[config.mk]
export PLATFORM = sky130hd
export DESIGN_NAME = systolic_loader
export DESIGN_NICKNAME = d
export VERILOG_FILES = /design/src/rtl/systolic_loader.sv
export SDC_FILE = /design/constraint.sdc
export NUM_CORES = 1
export LEC_CHECK = 0
export CELL_PAD_IN_SITES_DETAIL_PLACEMENT = 1
export CELL_PAD_IN_SITES_GLOBAL_PLACEMENT = 1
export CORE_MARGIN = 3
export CORE_UTILIZATION = 30
export DETAILED_ROUTE_END_ITERATION = 8
export PLACE_DENSITY = 0.68
export SYNTH_ARGS = -nofsm -noshare
export SYNTH_HDL_FRONTEND = slang
export SYNTH_SLANG_ARGS = --single-unit
[constraint.sdc]
create_clock -name clk -period 4.7 [get_ports clk]
set_clock_uncertainty 0.05 [all_clocks]
set_input_delay 0.94 -clock clk [delete_from_list [all_inputs] [get_ports clk]]
set_output_delay 0.94 -clock clk [all_outputs]
set_load 0.02 [all_outputs]
[src/rtl/systolic_loader.sv]
// rtl/systolic_loader.sv - fetches an N x N int8 tile row by row and streams it into the systolic arranger
module systolic_loader #(
  parameter int N      = 4,
  parameter int ADDR_W = 8
) (
  input  logic                clk,
  input  logic                reset,
  input  logic                start,
  input  logic [ADDR_W-1:0]   base_addr,
  output logic                busy,
  output logic                done,
  output logic                mem_req,
  output logic [ADDR_W-1:0]   mem_addr,
  input  logic                mem_ready,
  input  logic                mem_rvalid,
  input  logic [8*N-1:0]      mem_rdata,
  output logic                systolic_en,
  output logic                systolic_ctr,
  output logic [8*N*N-1:0]    systolic_in
);

  localparam int CW = $clog2(N) + 1;
  localparam int SW = $clog2(2 * N) + 1;

  typedef enum logic [2:0] {
    S_IDLE,
    S_FETCH,
    S_LOAD,
    S_STREAM,
    S_DONE
  } state_t;

  state_t              state_q, state_d;
  logic [ADDR_W-1:0]   base_q;
  logic [CW-1:0]       req_cnt;
  logic [CW-1:0]       rsp_cnt;
  logic [SW-1:0]       str_cnt;
  logic [8*N*N-1:0]    tile_q;

  always_ff @(posedge clk or posedge reset) begin
    if (reset) state_q <= S_IDLE;
    else       state_q <= state_d;
  end

  always_comb begin
    state_d      = state_q;
    busy         = 1'b0;
    done         = 1'b0;
    mem_req      = 1'b0;
    systolic_en  = 1'b0;
    systolic_ctr = 1'b0;
    case (state_q)
      S_IDLE: begin
        if (start) state_d = S_FETCH;
      end
      S_FETCH: begin
        busy    = 1'b1;
        mem_req = (req_cnt < CW'(N));
        if (mem_rvalid && rsp_cnt == CW'(N - 1)) state_d = S_LOAD;
      end
      S_LOAD: begin
        busy        = 1'b1;
        systolic_en = 1'b1;
        state_d     = S_STREAM;
      end
      S_STREAM: begin
        busy         = 1'b1;
        systolic_ctr = 1'b1;
        if (str_cnt == SW'(2 * N - 1)) state_d = S_DONE;
      end
      S_DONE: begin
        done    = 1'b1;
        state_d = S_IDLE;
      end
      default: state_d = S_IDLE;
    endcase
  end

  // Address follows the request counter, so it holds naturally while mem_ready is low.
  assign mem_addr    = base_q + ADDR_W'(req_cnt);
  assign systolic_in = tile_q;

  always_ff @(posedge clk or posedge reset) begin
    if (reset) begin
      base_q  <= '0;
      req_cnt <= '0;
      rsp_cnt <= '0;
      str_cnt <= '0;
      tile_q  <= '0;
    end else begin
      case (state_q)
        S_IDLE: begin
          if (start) begin
            base_q  <= base_addr;
            req_cnt <= '0;
            rsp_cnt <= '0;
          end
        end
        S_FETCH: begin
          if (mem_req && mem_ready) req_cnt <= req_cnt + 1'b1;
          if (mem_rvalid && rsp_cnt < CW'(N)) begin
            for (int r = 0; r < N; r++) begin
              if (rsp_cnt == CW'(r)) tile_q[r*8*N +: 8*N] <= mem_rdata;
            end
            rsp_cnt <= rsp_cnt + 1'b1;
          end
        end
        S_LOAD:   str_cnt <= '0;
        S_STREAM: str_cnt <= str_cnt + 1'b1;
        default: ;
      endcase
    end
  end

endmodule

==> impl_metrics.json <==
{
  "final.fill_count": 1958,
  "min_from": "systolic_in[22]$_DFFE_PP0P_",
  "min_period_ns": 3.536,
  "numCtsBuffers": 17,
  "diodes": 0,
  "gr-usage-all-layers": 0.1443,
  "grt_pass1_vias": 4446,
  "synth_edf_count": 0,
  "yosys_warnings": 0,
  "final_nets": 640,
  "fin_util": 0.4585,
  "ir_drop_mv": 0.3075,
  "drtIter0Drc": 121,
  "yosysTopAreaCellShare": 0.6254,
  "ys_seq_area_frac": 0.6254,
  "critPathRequiredTime_ns": 3.71,
  "syn_avg_cell_area_um2": 15.29,
  "vias": 3919,
  "synth.distinct_cells": 36,
  "hold_depth": 1,
  "path_clk_slew_ns": 0.06,
  "start_util": 0.3125,
  "seqCellArea_um2": 3729,
  "io_buffer_count": 185,
  "wl_per_cell_um": 17.91,
  "status": "finished clean",
  "setup_viol": 0,
  "fp.dieArea_um2": 21600,
  "critPathCaptureType": "output pin",
  "grt_start_max_net_pins": 78,
  "postCtsHoldBufs": 0,
  "postSynthRegisterBits": 149,
  "clock.fmax_ghz": 0.2828,
  "r2r_cells": 3,
  "routed_via_density": 4.573,
  "die_y_um": 147.0,
  "gr-total-overflow": 0,
  "num_io_pins": 186,
  "core_area_um2": 19080,
  "htree_levels": 4,
  "num_rows": 50,
  "worstHoldPathType": "flip-flop to flip-flop",
  "cts_tree": "yes",
  "p_leak_nw": 3.798,
  "antenna_found_initial": 0,
  "final.period_utilization": 0.7523,
  "tns_ns": 0,
  "post_cts_buffers": 0,
  "holdPathEnd": "systolic_in[22]$_DFFE_PP0P_",
  "r2r-end": "systolic_in[23]$_DFFE_PP0P_",
  "tightest_slew_ns": 0.9904,
  "max_slew_margin": 0.3397,
  "drv_cap": 0,
  "grt_pass1_wl_um": 24560,
  "netlist_instances": 390,
  "cts_root_buf": "clkbuf_16",
  "drc": 0,
  "cts_max_path_buffers": 2,
  "ys.flop_type": "dfrtp_1",
  "rr_startpoint": "state_q[0]$_DFFE_PP0P_",
  "worstPathArrival_ns": 2.55,
  "place_hpwl_um": 10930,
  "area_growth_pct": 46.74,
  "ff2ff_setup_slack_ns": 2.00,
  "final_max_slew_viol_count": 0,
  "ctsResizeCount": 0,
  "routed_wl_um": 15350,
  "rsz0062_at_grt": "no",
  "dr.pass1.iters": 4,
  "synthTopCellsByArea": "dfrtp_1 63%, mux2_2 26%, ha_1 2.1%, buf_2 1.2%, o21ai_0 0.76%",
  "clock_latency_ns": 0.41,
  "worstSetupPathType": "flip-flop to output pin",
  "synth_nets": 446,
  "cts.sinks": 149,
  "worstSetupStartpointType": "flip-flop",
  "ant_nets": 0,
  "gp_congestion": 0.7048,
  "final_common_cell": "clkdlybuf4s50_1",
  "finalHoldViolations": 0,
  "synth_area_um2": 5962,
  "final_cell_mix": "185 x clkdlybuf4s50_1, 149 x dfrtp_1, 138 x mux2_2, 17 x clkbuf_16",
  "stdcell_count": 857,
  "async_flop_share": 1.000,
  "cp_max_fo": 3,
  "placedCellCount": 825,
  "fp.dieW_um": 147.0,
  "drive_gt1_frac": 0.3049,
  "p_per_area_nw_per_um2": 800.7,
  "yosys.area.top_type": "dfrtp_1",
  "multi_input_area_um2": 2135
}
## per-layer routing
metal	track usage	part of all wire	vias to the layer above
met5	0	0	-
met4	0.04473	0.0085	0
met3	0.04318	0.048	10
met2	0.2542	0.51	108
met1	0.1695	0.43	2023
li1	-	-	1778
## cell type report
| class | count | share of cell area |
|---|---|---|
| Clock buffer | 22 | 0.05420 |
| Clock inverter | 10 | 0.01645 |
| Multi-Input combinational cell | 214 | 0.2440 |
| Inverter | 11 | 0.005149 |
| Sequential cell | 149 | 0.4262 |
| Tap cell | 260 | 0.03719 |
| Timing Repair Buffer | 191 | 0.2168 |
## kinds of logic (layout without fill, tap and decap cells)
family,count (synthesis),count (layout),share of synthesized area
DFF,149,149,0.6254
muxes,139,139,0.2623
and+or+nand+nor,34,34,0.03379
buffers and inverters,27,234,0.01994
AOI/OAI and AO/OA,24,24,0.02539
adders and majority gates,11,11,0.02434
xor gates and xnor gates,6,6,0.008814
## synth_stat cells (2+ instances only)
| cell type | count |
|---|---|
| dfrtp_1 | 149 |
| mux2_2 | 138 |
| buf_2 | 14 |
| inv_1 | 11 |
| ha_1 | 10 |
| o21ai_0 | 9 |
| nand3_1 | 7 |
| nand2_1 | 6 |
| nor2_1 | 6 |
| xnor2_1 | 4 |
| a21oi_1 | 3 |
| nor2b_1 | 3 |
| a21o_1 | 2 |
| a22o_1 | 2 |
| a31oi_1 | 2 |
| and3_1 | 2 |
| clkbuf_1 | 2 |
| xor2_1 | 2 |
## worst max-delay path, cell delays in order (launching register included)
cell	delay [ns]
dfrtp_1	0.38
ha_1	0.20
inv_1	0.06
fa_1	0.41
nor2b_1	0.17
o2111ai_1	0.13
xnor2_1	0.15
clkdlybuf4s50_1	0.62
## metrics by stage
stage	instance area, um2	setup WS, ns	hold WS (ns)	power (mW)
2_1_floorplan	5966	1.835	0.4226	3.992
3_3_place_gp	8130	1.141	0.4367	5.546
3_5_place_dp	8130	1.015	0.4425	5.663
4_1_cts	8748	1.124	0.4560	7.117
5_1_grt	8748	1.019	0.4627	7.395
6_report	8748	1.164	0.4506	7.005
## sequential cells by signal, summed over array words and instances, names as in the netlist
name / count
state_q: 3
req_cnt: 3
base_q: 8
str_cnt: 4
systolic_in: 128
rsp_cnt: 3
## power breakdown
part           switching (mW)  internal, mW  total (mW)
registers               0.401          1.90        2.30
clock network           0.532         0.883        1.41
logic                    1.56          1.73        3.29
total                    2.49          4.52        7.01
## worst max-delay path by stage
stage / from / endpoint
6_report: req_cnt[0]$_DFFE_PP0P_ / mem_addr[6]
5_1_grt: req_cnt[0]$_DFFE_PP0P_ / mem_addr[6]
4_1_cts: req_cnt[0]$_DFFE_PP0P_ / mem_addr[6]
3_5_place_dp: mem_rvalid / systolic_in[23]$_DFFE_PP0P_
3_3_place_gp: mem_rvalid / systolic_in[1]$_DFFE_PP0P_
2_1_floorplan: reset / base_q[0]$_DFFE_PP0P_
Note: power is estimated with default switching activity, not from simulation.
